--- config.mk ---
export PLATFORM = sky130hd
export DESIGN_NAME = simon_seq_engine
export DESIGN_NICKNAME = d
export VERILOG_FILES = /design/src/rtl/simon_seq_engine.sv
export SDC_FILE = /design/constraint.sdc
export NUM_CORES = 1
export LEC_CHECK = 0
export ABC_AREA = 1
export ABC_CLOCK_PERIOD_IN_PS = 5280
export CELL_PAD_IN_SITES_DETAIL_PLACEMENT = 0
export CELL_PAD_IN_SITES_GLOBAL_PLACEMENT = 1
export CORE_UTILIZATION = 25
export CTS_CLUSTER_SIZE = 24
export DETAILED_ROUTE_END_ITERATION = 16
export PLACE_DENSITY_LB_ADDON = 0.1
export SYNTH_ARGS = -nofsm -noshare
export SYNTH_HDL_FRONTEND = slang
export SYNTH_SLANG_ARGS = --single-unit
--- constraint.sdc ---
create_clock -name clk -period 5.28 [get_ports clk]
set_clock_uncertainty 0.1 [all_clocks]
set_input_delay 0.528 -clock clk [delete_from_list [all_inputs] [get_ports clk]]
set_output_delay 0.528 -clock clk [all_outputs]
set_load 0.05 [all_outputs]
--- src/rtl/simon_seq_engine.sv ---
// ---------------------------------------------------------------------------
// simon_seq_engine
//
// Sequence engine for a Simon-style memory game. Each round it samples one
// colour from the random source and appends it to an on-chip buffer. It then
// replays the whole buffer on the LEDs with fixed on/gap timing, and checks
// the player's button presses against it.
//
// Ports:
//   clk            single clock
//   rst            synchronous, active-high reset
//   start          begin a new game (honoured only in IDLE, FAIL and WIN)
//   random_seq     colour from the random source, sampled only while appending
//   btn_valid      one-cycle pulse per player press
//   btn_code       colour of the press, valid with btn_valid
//   led_valid      high while a colour is being shown
//   led_code       colour being shown, 0 while led_valid is low
//   awaiting_input high while the engine waits for the player's presses
//   round_pass     one-cycle pulse when a round (other than the last) is won
//   game_over      level, high after a wrong press or a timeout
//   win            level, high after the final round is passed
//   round          current sequence length
// ---------------------------------------------------------------------------
module simon_seq_engine #(
    parameter int MAX_LEN        = 16,
    parameter int ON_CYCLES      = 4,
    parameter int GAP_CYCLES     = 2,
    parameter int TIMEOUT_CYCLES = 64
) (
    input  logic                         clk,
    input  logic                         rst,
    input  logic                         start,
    input  logic [1:0]                   random_seq,
    input  logic                         btn_valid,
    input  logic [1:0]                   btn_code,
    output logic                         led_valid,
    output logic [1:0]                   led_code,
    output logic                         awaiting_input,
    output logic                         round_pass,
    output logic                         game_over,
    output logic                         win,
    output logic [$clog2(MAX_LEN+1)-1:0] round
);

    localparam int LW    = $clog2(MAX_LEN + 1);
    localparam int IW    = $clog2(MAX_LEN);
    localparam int DEPTH = 2 ** IW;
    localparam int TMAX0 = (ON_CYCLES > GAP_CYCLES) ? ON_CYCLES : GAP_CYCLES;
    localparam int TMAX  = (TMAX0 > TIMEOUT_CYCLES) ? TMAX0 : TIMEOUT_CYCLES;
    localparam int TW    = $clog2(TMAX + 1);

    typedef enum logic [2:0] {
        IDLE,
        APPEND,
        PLAY_ON,
        PLAY_GAP,
        WAIT_INPUT,
        PASS,
        FAIL,
        WIN
    } state_t;

    state_t        state, state_next;
    logic [LW-1:0] len, len_next;
    logic [IW-1:0] idx, idx_next;
    logic [TW-1:0] timer, timer_next;
    logic [1:0]    mem [DEPTH];
    logic [1:0]    mem_code;
    logic          last_idx;

    // The single timer is shared: it counts the on/gap periods during
    // playback and the idle cycles while waiting for a press.
    assign mem_code = mem[idx];
    assign last_idx = (LW'(idx) == (len - LW'(1)));

    // State and counter registers.
    always_ff @(posedge clk) begin
        if (rst) begin
            state <= IDLE;
            len   <= '0;
            idx   <= '0;
            timer <= '0;
        end else begin
            state <= state_next;
            len   <= len_next;
            idx   <= idx_next;
            timer <= timer_next;
        end
    end

    // The sequence buffer has no reset. Entries at or above len are never
    // read, so stale contents from an earlier game are harmless.
    always_ff @(posedge clk) begin
        if (state == APPEND) begin
            mem[len[IW-1:0]] <= random_seq;
        end
    end

    // Next-state logic. A press that arrives on the cycle the timeout would
    // expire takes priority over the timeout.
    always_comb begin
        state_next = state;
        len_next   = len;
        idx_next   = idx;
        timer_next = timer;
        case (state)
            IDLE, FAIL, WIN: begin
                if (start) begin
                    len_next   = '0;
                    state_next = APPEND;
                end
            end
            APPEND: begin
                len_next   = len + LW'(1);
                idx_next   = '0;
                timer_next = '0;
                state_next = PLAY_ON;
            end
            PLAY_ON: begin
                if (timer == TW'(ON_CYCLES - 1)) begin
                    timer_next = '0;
                    state_next = PLAY_GAP;
                end else begin
                    timer_next = timer + TW'(1);
                end
            end
            PLAY_GAP: begin
                if (timer == TW'(GAP_CYCLES - 1)) begin
                    timer_next = '0;
                    if (last_idx) begin
                        idx_next   = '0;
                        state_next = WAIT_INPUT;
                    end else begin
                        idx_next   = idx + IW'(1);
                        state_next = PLAY_ON;
                    end
                end else begin
                    timer_next = timer + TW'(1);
                end
            end
            WAIT_INPUT: begin
                if (btn_valid) begin
                    if (btn_code == mem_code) begin
                        if (last_idx) begin
                            state_next = (len == LW'(MAX_LEN)) ? WIN : PASS;
                        end else begin
                            idx_next   = idx + IW'(1);
                            timer_next = '0;
                        end
                    end else begin
                        state_next = FAIL;
                    end
                end else if (timer == TW'(TIMEOUT_CYCLES - 1)) begin
                    state_next = FAIL;
                end else begin
                    timer_next = timer + TW'(1);
                end
            end
            PASS: begin
                state_next = APPEND;
            end
            default: begin
                state_next = IDLE;
            end
        endcase
    end

    // All outputs are decoded from the registered state, so a reset edge
    // clears them immediately with no partial LED pulse.
    always_comb begin
        led_valid      = (state == PLAY_ON);
        led_code       = (state == PLAY_ON) ? mem_code : 2'b00;
        awaiting_input = (state == WAIT_INPUT);
        round_pass     = (state == PASS);
        game_over      = (state == FAIL);
        win            = (state == WIN);
        round          = len;
    end

endmodule
---- Yosys cells after proc, flatten, opt, wreduce, memory -nomap -nowiden ----
Memories as Yosys holds them, arrays and structs flattened. A register that Yosys moved wholly into a read port is not among the register bits.
Index checks and enable logic that the tools add are counted.
word-level totals
  register bits ........................... 19
  bits in latches ......................... 0
  bits in writable memories ............... 32
  bits in read-only memories .............. 0
  bits of input ports ..................... 8
  output and inout port bits .............. 12
  word-level logic and storage cells ...... 72
  memories kept ........................... 1
operators by class
  $add $sub $neg .......................... 4
  $mul .................................... 0
  divide/modulo/power cells ............... 0
  $lt $le $gt $ge ......................... 0
  equal/unequal tests ..................... 24
  shift-type cells ........................ 0
  mux-type cells .......................... 30
  bitwise gates (word level) .............. 0
  reductions and logical operators ........ 9
memory list
  name  words  width  rd ports  clocked after memory_dff  wr ports  RTL line  source
  mem   16     2      1         1                         1         67        logic [1:0] mem [DEPTH];
operators with widths
  cell                                                                      number
  7-bit two-way mux                                                         6
  4-bit two-way mux                                                         7
  7-bit one-hot mux with 4 select lines                                     1
  3-bit two-way mux                                                         8
  3-bit one-hot mux with 6 select lines                                     1
  3-bit equality test (second input constant)                               4
  4-bit one-hot mux with 3 select lines                                     1
  5-bit one-hot mux with 2 select lines                                     1
  5-bit AND reduction                                                       2
  2-bit inequality test (second input constant)                             4
  7-bit by 1-bit adder with 7-bit output (second input constant)            1
  7-bit by 1-bit equality test with 1-bit output (second input constant)    1
  7-bit by 2-bit equality test with 1-bit output (second input constant)    1
  7-bit by 6-bit equality test with 1-bit output (second input constant)    1
  3-bit by 2-bit equality test with 1-bit output (second input constant)    2
  3-bit by 2-bit inequality test with 1-bit output (second input constant)  2
  3-bit inequality test (second input constant)                             2
  5-bit by 1-bit adder with 5-bit output (second input constant)            1
  4-bit by 5-bit equality test with 1-bit output                            1
  5-bit equality test (second input constant)                               1
  5-bit two-way mux                                                         1
  5-bit by 1-bit subtractor with 5-bit output (second input constant)       1
  4-bit by 1-bit adder with 4-bit output (second input constant)            1
  2-bit two-way mux                                                         2
  other kinds (12)                                                          14

---- Logic depth before layout (Yosys ltp) ----
Gate-level depths: netlist of run 1.
  word-level depth ........................ 8
  mapped depth ............................ 17
  depth with buffers taken out ............ 16

---- Worst setup path after synthesis of run 1 ----
Ideal clock, no wire load.
  kind .................................... reg2out
  from .................................... register state[1]
  to ...................................... output port led_code[0]
  data arrival time ....................... 2.175 ns
  data required time ...................... 4.652 ns
  slack ................................... 2.477 ns
  cell stages (with the launch flop) ...... 5
  path buffers ............................ 0
  path through ............................ dfxtp_1 nand2_1 nor2_1 inv_1 a21oi_1
on the way
  cells in the longest elaborated chain, start to end .. 2
RTL lines
  element                                         RTL line  source
  from (decl)                                     63        state_t state, state_next;
  from (signal assigned)                          84        state <= state_next;
  3-bit by 2-bit equality test with 1-bit output  -
  via led_valid                                   36        output logic led_valid,
  2-bit two-way mux                               172       led_code = (state == PLAY_ON) ? mem_code : 2'b00;
  to (decl)                                       37        output logic [1:0] led_code,
The timed path passes the listed nets, and every way through them passes these cells.

==> results of run 1 <==
[state kept, by name, indices dropped and copies added (netlist names), named ones only]
signal	flops
idx	4
mem	32
round	5
state	3
timer	7
[power groups by stage]
| stage | sequential [uW] | clock [uW] | combinational, uW |
|---|---|---|---|
| 3_5_place_dp | 549 | 0 | 552 |
| 3_3_place_gp | 550 | 0 | 557 |
| 5_1_grt | 547 | 383 | 623 |
| 4_1_cts | 540 | 368 | 554 |
| 2_1_floorplan | 543 | 0 | 417 |
| 6_report | 538 | 353 | 545 |
[logic make-up after synthesis]
kind of cell    Yosys count
simple gates            208
compound gates           37
xor+xnor                  9
fa+ha+maj                 7
flops                    55
buf+inv                  60
[routing by layer]
| metal | GRT usage [%] | wire length (um) | vias up |
|---|---|---|---|
| li1 | - | - | 1260 |
| met1 | 16.8 | 3630 | 1107 |
| met2 | 25.2 | 4130 | 25 |
| met3 | 2.40 | 129 | 8 |
| met4 | 4.59 | 146 | 0 |
| met5 | 0 | 0 | - |
[per-stage QoR]
step           total power (uW)  worst slack, ns  instances
6_report                   1440             2.14        540
2_1_floorplan               959             2.48        376
3_5_place_dp               1100             2.42        532
3_3_place_gp               1110             2.49        532
5_1_grt                    1550             1.91        540
4_1_cts                    1460             2.08        540
[final timing paths]
path,startpoint,endpoint,depth (start not counted)
hold reg to reg,timer[3]$_SDFFE_PP0P_,timer[3]$_SDFFE_PP0P_,2
setup / recovery,register,led_code[0],7
hold / removal,timer[3]$_SDFFE_PP0P_,timer[3]$_SDFFE_PP0P_,2
setup reg to reg,round[0]$_SDFFE_PP0P_,register,12
[placed cells by master (no fill, tap or decap), drive strengths merged, types with 4 or more instances in the layout]
| cell | Yosys | final |
|---|---|---|
| nand4 | 5 | 5 |
| o21ai | 10 | 10 |
| dfxtp | 23 | 23 |
| xor2 | 5 | 5 |
| nand3 | 43 | 43 |
| nor2 | 48 | 48 |
| edfxtp | 32 | 32 |
| ha | 7 | 7 |
| xnor2 | 4 | 4 |
| clkdlybuf4s50 | 0 | 19 |
| nand2 | 106 | 106 |
| inv | 54 | 57 |
| clkbuf | 1 | 5 |
| a21oi | 18 | 18 |
[cells in the mapped netlist, drive strengths merged (4+ instances only)]
master,count
nand2,106
ha,7
o21ai,10
a21oi,18
nor2,48
nand3,43
xnor2,4
inv,54
edfxtp,32
buf,5
xor2,5
nand4,5
dfxtp,23
[worst max-delay path, cell delays in order, from the launching register on]
cell                              delay [ns]
sky130_fd_sc_hd__dfxtp_1                0.70
sky130_fd_sc_hd__inv_6                  0.14
sky130_fd_sc_hd__nand2_1                0.11
sky130_fd_sc_hd__nand3_1                0.06
sky130_fd_sc_hd__nand3_1                0.13
sky130_fd_sc_hd__nand3_2                0.09
sky130_fd_sc_hd__a21oi_1                0.17
sky130_fd_sc_hd__clkdlybuf4s50_1        0.82
[final cells by class]
type	instances	area share [%]
Clock inverter	3	0.829
Inverter	54	5.99
Tap cell	143	5.16
Sequential cell	55	41.0
Timing Repair Buffer	19	5.48
Multi-Input combinational cell	261	38.0
Clock buffer	5	3.61
==> qor.csv, run 1 <==
stage;metric;value;unit
placed_design;placed_area;0.00332;sq mm
global_routing;via_count_of_the_first_global_routing_pass;2442;
die;pin_count;20;
timing;timing.fmax;318;MHz
clock_network;hold_buffers;0;
synth;yosys_register_bits;55;
outcome;run_status;complete, no violations;
hold_path;min_path_type;register to register;
pwr;total_leakage_power;0.00142;uW
die;die_width;111;um
layout;final.fill_count;1222;
die;floorplan.initialDensity;25.9;%
global_routing;overflow;0;
synth;syn-mean-instance-area;7.97;sq um
critical_path;worst-endpoint-arrival;2.51;ns
synth;synth.mux.area_fraction;0;%
clock_network;tritoncts.num_buffers;5;
timing;unrepaired_setup_endpoints_after_global_routing;false;
synth;synth_top_flop_cell;sky130_fd_sc_hd__edfxtp_1;
detailed_routing;route.detailed.wl_per_inst;14.9;um
critical_path;criticalPathCategory;register to output pin;
timing;setup-tns-final;0;ns
synth;postSynth.asyncResetShare;0;%
timing;setup-violations-final;0;
synth;synth_simple_gate_area_share;31.2;%
critical_path;timing.critical_path.from_type;register;
clock_network;ctsLongestPathBuffers;2;
synth;synthTopCellsByArea;sky130_fd_sc_hd__edfxtp_1, sky130_fd_sc_hd__dfxtp_1, sky130_fd_sc_hd__nand2_1;
placed_design;place.gp.congestion;0.804;
pwr;pwr_density_cell;414;mW/mm^2
global_routing;grt_pass1_wl;13100;um
detailed_routing;via_per_inst;4.44;
synth;syn-cell-area;0.00300;sq mm
timing;timing_max_transition_violations_final;0;
die;die_height;111;um
clock_network;ctsRootBufferMaster;sky130_fd_sc_hd__clkbuf_16;
layout;final_layout_size_suffix_gt1_share;7.30;%
placed_design;io_buffers;19;
job;timing.max_cap.violations;0;
clock_network;post_cts.repair.setup_buffers;0;
synth;synth_top_area_share;32.1;%
synth;synth_xor_area_share;2.63;%
pwr;p_comb_share;37.9;%
pwr;p_seq_share;37.5;%
pwr;fraction_of_power_spent_switching_nets;40.9;%
clock_network;clk-insertion-delay-late;0.29;ns
layout;seqCellArea;0.00142;sq mm
synth;largest_family_of_logic_cells_by_synthesized_area;simple AND/OR/NAND/NOR gates;
die;die_outline_area;0.0124;sq mm
die;coreArea;0.0116;sq mm
synth;synth_edf_count;32;
detailed_routing;wl;8030;um
synth;synth.distinct_cells;36;
pwr;netSwitchingPower;587;uW
clock_network;post_cts_resize_count;0;
critical_path;critical_path_peak_fanout;17;
critical_path;worst_ep_required_time;4.65;ns
synth;synth-adder-area-share;2.92;%
pwr;clkPwrFrac;24.6;%
detailed_routing;drt_pre_antenna_iters;4;
layout;antenna_cells;0;
layout;area_growth;15.8;%
clock_network;cts.reportedPaths.clkPinSlew;0.08;ns
critical_path;r2r_setup_slack;2.80;ns
synth;synth_nets;391;
timing;layout_min_cycle_time;3.14;ns
layout;multiInputGateArea;0.00132;sq mm
detailed_routing;vias;2400;
timing;max-slew-margin-rel;51.3;%
clock_network;ctsHtreeMaxLevel;2;
critical_path;worstSetupEndpointType;output pin;
detailed_routing;ant_nets;0;
layout;finalInstanceArea;0.00347;sq mm
detailed_routing;initialDrtViolationCount;159;
synth;synth_compound_gate_area_share;7.23;%
timing;fin_crit_sh;59.5;%
synth;yosysTopAreaCell;sky130_fd_sc_hd__edfxtp_1;
layout;num-nets-final;411;
clock_network;cts_sinks;55;
pwr;ir_drop;151;uV
layout;final_core_utilization;30.0;%
synth;synthesis.yosys.warnings;0;
global_routing;antenna_found_initial;0;
synth;synth.yosys.seq_area_share;47.5;%
timing;final.hold.worst_slack;0.399;ns
placed_design;detail_placement_hpwl;6210;um
detailed_routing;drc_errors;0;
timing;hold_violations;0;
timing;max_slew.worst_pin.slew;0.728;ns
synth;post_synth_inst_count;376;
global_routing;grt.total_usage;14.0;%
global_routing;grt_max_degree;21;
pwr;power.internal;849;uW
clock_network;tritoncts;yes;
die;num_rows;39;
(Power assumes the default switching activity.)
==> run 2, diff against run 1 <==
--- a/config.mk
+++ b/config.mk
@@ -6,7 +6,7 @@
 export NUM_CORES = 1
 export LEC_CHECK = 0
 export ABC_AREA = 1
-export ABC_CLOCK_PERIOD_IN_PS = 5280
+export ABC_CLOCK_PERIOD_IN_PS = 2600
 export CELL_PAD_IN_SITES_DETAIL_PLACEMENT = 0
 export CELL_PAD_IN_SITES_GLOBAL_PLACEMENT = 1
 export CORE_UTILIZATION = 25
==> constraint.sdc (replaced) <==
create_clock -name clk -period 2.6 [get_ports clk]
set_clock_uncertainty 0.1 [all_clocks]
set_input_delay 0.26 -clock clk [delete_from_list [all_inputs] [get_ports clk]]
set_output_delay 0.26 -clock clk [all_outputs]
set_load 0.05 [all_outputs]
==> run 2 against run 1 <==
Non-clock buffer count rose by 7. Combinational power rose by 120%. Highest routed layer unchanged. Sequential cell count did not move. Clock-buffer cell count did not move. Worst setup slack got worse by 1.9 ns. Total power rose by 110%. Clock power rose by 98%. Via count fell by 0.25%. Sequential power rose by 99%. Critical path depth fell by 3. Die area did not move.
==> qor.csv, run 2 (synthesis results as in run 1) <==
stage;metric;value;unit
outcome;run_status;complete, no violations;
global_routing;gr-usage-met2;24.0;%
clock_network;tritoncts;yes;
clock_network;clk-insertion-delay-late;0.29;ns
timing;setup-tns-final;0;ns
hold_path;min_path_type;register to register;
layout;final.fill_count;1220;
detailed_routing;via_per_inst;4.38;
pwr;total_leakage_power;0.00146;uW
detailed_routing;drc_errors;0;
clock_network;ctsHtreeMaxLevel;2;
detailed_routing;ant_nets;0;
layout;num-nets-final;418;
critical_path;criticalPathCategory;register to output pin;
timing;unrepaired_setup_endpoints_after_global_routing;false;
die;die_height;111;um
hold_path;timing.hold.worst.start;timer[3]$_SDFFE_PP0P_;
timing;timing_max_transition_violations_final;0;
layout;final_layout_size_suffix_gt1_share;9.41;%
detailed_routing;initialDrtViolationCount;98;
layout;antenna_cells;0;
clock_network;cts.reportedPaths.clkPinSlew;0.08;ns
global_routing;via_count_of_the_first_global_routing_pass;2333;
critical_path;worst-endpoint-arrival;2.03;ns
placed_design;place.gp.congestion;0.750;
placed_design;io_buffers;19;
timing;max_slew.worst_pin.slew;0.604;ns
die;die_width;111;um
detailed_routing;vias;2394;
pwr;ir_drop;287;uV
layout;largest_register_ffs;32;
timing;max-slew-margin-rel;59.6;%
clock_network;hold_buffers;0;
layout;final_cell_mix;sky130_fd_sc_hd__nand2_1, sky130_fd_sc_hd__inv_1, sky130_fd_sc_hd__nor2_1;
timing;fin_crit_sh;92.0;%
global_routing;antenna_found_initial;0;
clock_network;tritoncts.num_buffers;5;
detailed_routing;wl;7680;um
clock_network;ctsLongestPathBuffers;2;
die;pin_count;20;
die;floorplan.initialDensity;25.9;%
global_routing;grt_util_met1;15.7;%
layout;most_common_cell_after_layout_fill_and_taps_aside;sky130_fd_sc_hd__nand2_1;
layout;area_growth;18.6;%
pwr;pwr_density_cell;830;mW/mm^2
job;timing.max_cap.violations;0;
timing;final.hold.worst_slack;0.402;ns
critical_path;critical_path_peak_fanout;9;
clock_network;post_cts_resize_count;0;
die;coreArea;0.0116;sq mm
timing;hold_violations;0;
global_routing;grt.total_usage;13.0;%
clock_network;ctsRootBufferMaster;sky130_fd_sc_hd__clkbuf_16;
timing;layout_min_cycle_time;2.39;ns
detailed_routing;route.detailed.wl_per_inst;14.0;um
global_routing;layer_carrying_the_most_global_route_usage;met2;
critical_path;worst_ep_required_time;2.24;ns
clock_network;cts_sinks;55;
global_routing;grt_max_degree;20;
die;num_rows;39;
global_routing;grtUsageMet3;1.85;%
global_routing;overflow;0;
timing;timing.fmax;418;MHz
critical_path;regToRegStartpoint;round[0]$_SDFFE_PP0P_;
critical_path;timing.critical_path.from_type;register;
critical_path;critPathLaunch;state[1]$_SDFFE_PP0P_;
pwr;total_power;2950;uW
critical_path;worstSetupEndpointType;output pin;
global_routing;grt_pass1_wl;12400;um
die;die_outline_area;0.0124;sq mm
clock_network;post_cts.repair.setup_buffers;0;
detailed_routing;drt_pre_antenna_iters;4;
placed_design;detail_placement_hpwl;5900;um
timing;setup-violations-final;0;
## run 2: changes by cell type in the layout (fill, tap and decap cells not counted), sizes merged
cell	delta
buf	+9
clkdlybuf4s50	-2
inv	-2
clkinv	+1
clkinvlp	+1
## run 2: worst max-delay path, stage by stage (launching register included)
cell	delay [ns]
sky130_fd_sc_hd__dfxtp_1	0.35
sky130_fd_sc_hd__nor2_1	0.16
sky130_fd_sc_hd__inv_1	0.09
sky130_fd_sc_hd__nor2_4	0.27
sky130_fd_sc_hd__clkdlybuf4s50_1	0.87
## run 2: per-layer routing
metal,vias up,part of all wire [%]
met5,-,0
met4,0,1.2
met3,7,1.8
met2,23,50
met1,1091,47
li1,1273,-
## run 2: worst paths after layout
| path | endpoint | slack [ns] | cells after the start |
|---|---|---|---|
| worst min register to register | timer[3]$_SDFFE_PP0P_ | 0.40 | 2 |
| worst max register to register | state[2]$_SDFFE_PP0P_ | 0.38 | 10 |
| worst max-delay path | awaiting_input | 0.21 | 4 |
| worst min-delay path | timer[3]$_SDFFE_PP0P_ | 0.40 | 2 |
## run 2: final cells by class
cell class / count / area [sq um] / area share [%]
clock inverters: 3 / 27.5 / 0.775
flip-flops and latches: 55 / 1420 / 40.0
inverters: 54 / 208 / 5.85
multi-input cells: 261 / 1320 / 37.1
well taps: 143 / 179 / 5.04
clock buffers: 5 / 125 / 3.52
repair buffers: 26 / 275 / 7.75
## run 2: report_power, final
group | leakage (uW) | internal (uW) | switching (uW)
clock | 0.0000719 | 367 | 331
sequential | 0.000476 | 998 | 68.8
combinational | 0.000911 | 395 | 790
## run 2: per-stage QoR
stage               setup WS [ns]  instances  area, sq um  utilization (%)
floorplan                  0.0646        376         3000                -
global placement            0.398        539         3400             29.4
detailed placement          0.374        539         3400             29.4
CTS                         0.230        547         3550             30.7
global route                0.140        547         3550             30.7
finish                      0.207        547         3550             30.7
==> run 3, diff against run 2 <==
--- a/config.mk
+++ b/config.mk
@@ -9,6 +9,7 @@
 export ABC_CLOCK_PERIOD_IN_PS = 2600
 export CELL_PAD_IN_SITES_DETAIL_PLACEMENT = 0
 export CELL_PAD_IN_SITES_GLOBAL_PLACEMENT = 1
+export CORE_MARGIN = 8
 export CORE_UTILIZATION = 25
 export CTS_CLUSTER_SIZE = 24
 export DETAILED_ROUTE_END_ITERATION = 16
==> run 3 against run 2 <==
Sequential share of layout area is 0.14 points lower. Global-route usage is 2.3 points lower. First-iteration DRC count is 71% higher. Via count hardly changed. Cell area is 0.35% higher. Routed wire length is 5.2% higher. Non-clock buffer count stayed put. Die area is 27% higher. Sequential cell count stayed put. Core utilization is 0.66 points lower. Worst hold slack worse by 0.0053 ns. Highest routed layer unchanged.
==> qor.csv, run 3 (synthesis results as in run 1) <==
stage;metric;value;unit
critical_path;r2r_setup_slack;0.37;ns
layout;largest_register_ffs;32;
critical_path;worstPathCellList;inv_2 > nor2_4 > clkdlybuf4s50_1;
die;coreArea;0.0119;sq mm
detailed_routing;vias;2396;
clock_network;clk-insertion-delay-late;0.30;ns
timing;timing.fmax;427;MHz
job;timing.max_cap.violations;0;
layout;final_layout_size_suffix_gt1_share;9.41;%
critical_path;worstSetupEndpoint;awaiting_input;
die;die_outline_area;0.0157;sq mm
die;num_rows;40;
detailed_routing;ant_nets;0;
timing;layout_setup_ws;0.256;ns
die;pin_count;20;
timing;hold_violations;0;
timing;setup-violations-final;0;
clock_network;ctsHtreeMaxLevel;2;
clock_network;cts_sinks;55;
placed_design;detail_placement_hpwl;6350;um
die;floorplan.initialDensity;25.3;%
timing;fin_crit_sh;90.1;%
timing;timing_max_transition_violations_final;0;
detailed_routing;route.detailed.wl_per_inst;14.7;um
detailed_routing;drc_errors;0;
timing;max_slew.worst_pin.slew;0.634;ns
clock_network;tritoncts;yes;
hold_path;min_path_type;register to register;
global_routing;via_count_of_the_first_global_routing_pass;2408;
critical_path;critical_path_peak_fanout;9;
clock_network;hold_buffers;0;
layout;area_growth;19.0;%
layout;final.fill_count;1286;
layout;final_cell_mix;sky130_fd_sc_hd__nand2_1, sky130_fd_sc_hd__inv_1, sky130_fd_sc_hd__nor2_1;
timing;setup-tns-final;0;ns
detailed_routing;via_per_inst;4.35;
detailed_routing;drt_pre_antenna_iters;4;
layout;antenna_cells;0;
clock_network;ctsLongestPathBuffers;2;
layout;most_common_cell_after_layout_fill_and_taps_aside;sky130_fd_sc_hd__nand2_1;
pwr;total_leakage_power;0.00147;uW
critical_path;criticalPathCategory;register to output pin;
global_routing;grt_max_degree;19;
clock_network;tritoncts.num_buffers;5;
timing;max-slew-margin-rel;57.6;%
global_routing;antenna_found_initial;0;
critical_path;worst-endpoint-arrival;1.98;ns
clock_network;cts.reportedPaths.clkPinSlew;0.08;ns
global_routing;grt.total_usage;10.7;%
critical_path;worst_r2r_path_depth;14;
critical_path;critPathMaxStageDelay;0.86;ns
timing;unrepaired_setup_endpoints_after_global_routing;false;
critical_path;cell_with_the_largest_stage_delay_on_the_worst_path;sky130_fd_sc_hd__clkdlybuf4s50_1;
clock_network;post_cts.repair.setup_buffers;0;
timing;layout_min_cycle_time;2.34;ns
outcome;run_status;complete, no violations;
layout;num-nets-final;418;
clock_network;post_cts_resize_count;0;
placed_design;io_buffers;19;
critical_path;reg2reg_to;timer[0]$_SDFFE_PP0P_;
global_routing;overflow;0;
clock_network;ctsRootBufferMaster;sky130_fd_sc_hd__clkbuf_16;
hold_path;hold_path_depth;2;
placed_design;place.gp.congestion;0.775;
global_routing;grt_pass1_wl;13200;um
die;die_width;125;um
timing;final.hold.worst_slack;0.396;ns
critical_path;critPathLaunch;state[2]$_SDFFE_PP0P_;
pwr;pwr_density_cell;853;mW/mm^2
critical_path;worst_ep_required_time;2.24;ns
detailed_routing;initialDrtViolationCount;168;
detailed_routing;wl;8080;um
critical_path;timing.critical_path.from_type;register;
die;die_height;125;um
critical_path;worstSetupEndpointType;output pin;
layout;finalInstanceArea;0.00357;sq mm
placed_design;placed_area;0.00339;sq mm
pwr;ir_drop;263;uV
placed_design;detailedPlace.worstSlack;0.296;ns
## run 3: cell count changes in the layout (fill, tap and decap cells not counted), sizes merged
cell / before / now
bufinv: 0 / 1
clkinvlp: 1 / 0
## run 3: metrics by stage
stage / cells / power [uW] / util, %
floorplan: 376 / 1950 / -
global placement: 543 / 2300 / 28.6
detailed placement: 543 / 2290 / 28.6
CTS: 551 / 3100 / 30.1
global route: 551 / 3260 / 30.1
finish: 551 / 3040 / 30.1
## run 3: area by class of cell
class / instances / area, sq um / share of cell area, %
clock buffers: 5 / 125 / 3.51
clock inverters: 3 / 47.5 / 1.33
inverters: 54 / 208 / 5.82
multi-input cells: 261 / 1320 / 36.9
flip-flops and latches: 55 / 1420 / 39.9
well taps: 147 / 184 / 5.16
repair buffers: 26 / 263 / 7.37
## run 3: critical path, delay by kind of cell (launching register included)
| family | cells | cell delay (ns) |
|---|---|---|
| buffers and inverters | 2 | 0.96 |
| flip-flops | 1 | 0.46 |
| AND/OR/NAND/NOR | 1 | 0.26 |
## run 3: routing by layer
metal / GRT usage [%] / vias up / wire length (um)
met4: 3.22 / 0 / 70
met2: 18.7 / 18 / 4050
met3: 2.08 / 4 / 159
met1: 13.1 / 1099 / 3800
li1: - / 1275 / -
met5: 0 / - / 0
## run 3: worst min-delay path by stage
stage                               start                    end  slack, ns
finish              timer[3]$_SDFFE_PP0P_  timer[3]$_SDFFE_PP0P_       0.40
global route        timer[3]$_SDFFE_PP0P_  timer[3]$_SDFFE_PP0P_       0.41
CTS                 timer[3]$_SDFFE_PP0P_  timer[3]$_SDFFE_PP0P_       0.40
detailed placement  timer[3]$_SDFFE_PP0P_  timer[3]$_SDFFE_PP0P_       0.38
global placement    timer[3]$_SDFFE_PP0P_  timer[3]$_SDFFE_PP0P_       0.39
floorplan                   random_seq[0]    mem[0][0]$_DFFE_PP_       0.26
## run 3: power breakdown
group,total [uW],switching (uW),leakage [uW],internal [uW]
Combinational,1170,770,0.000908,403
Clock,795,334,0.0000844,461
Sequential,1070,74.4,0.000476,998
Total,3040,1180,0.00147,1860
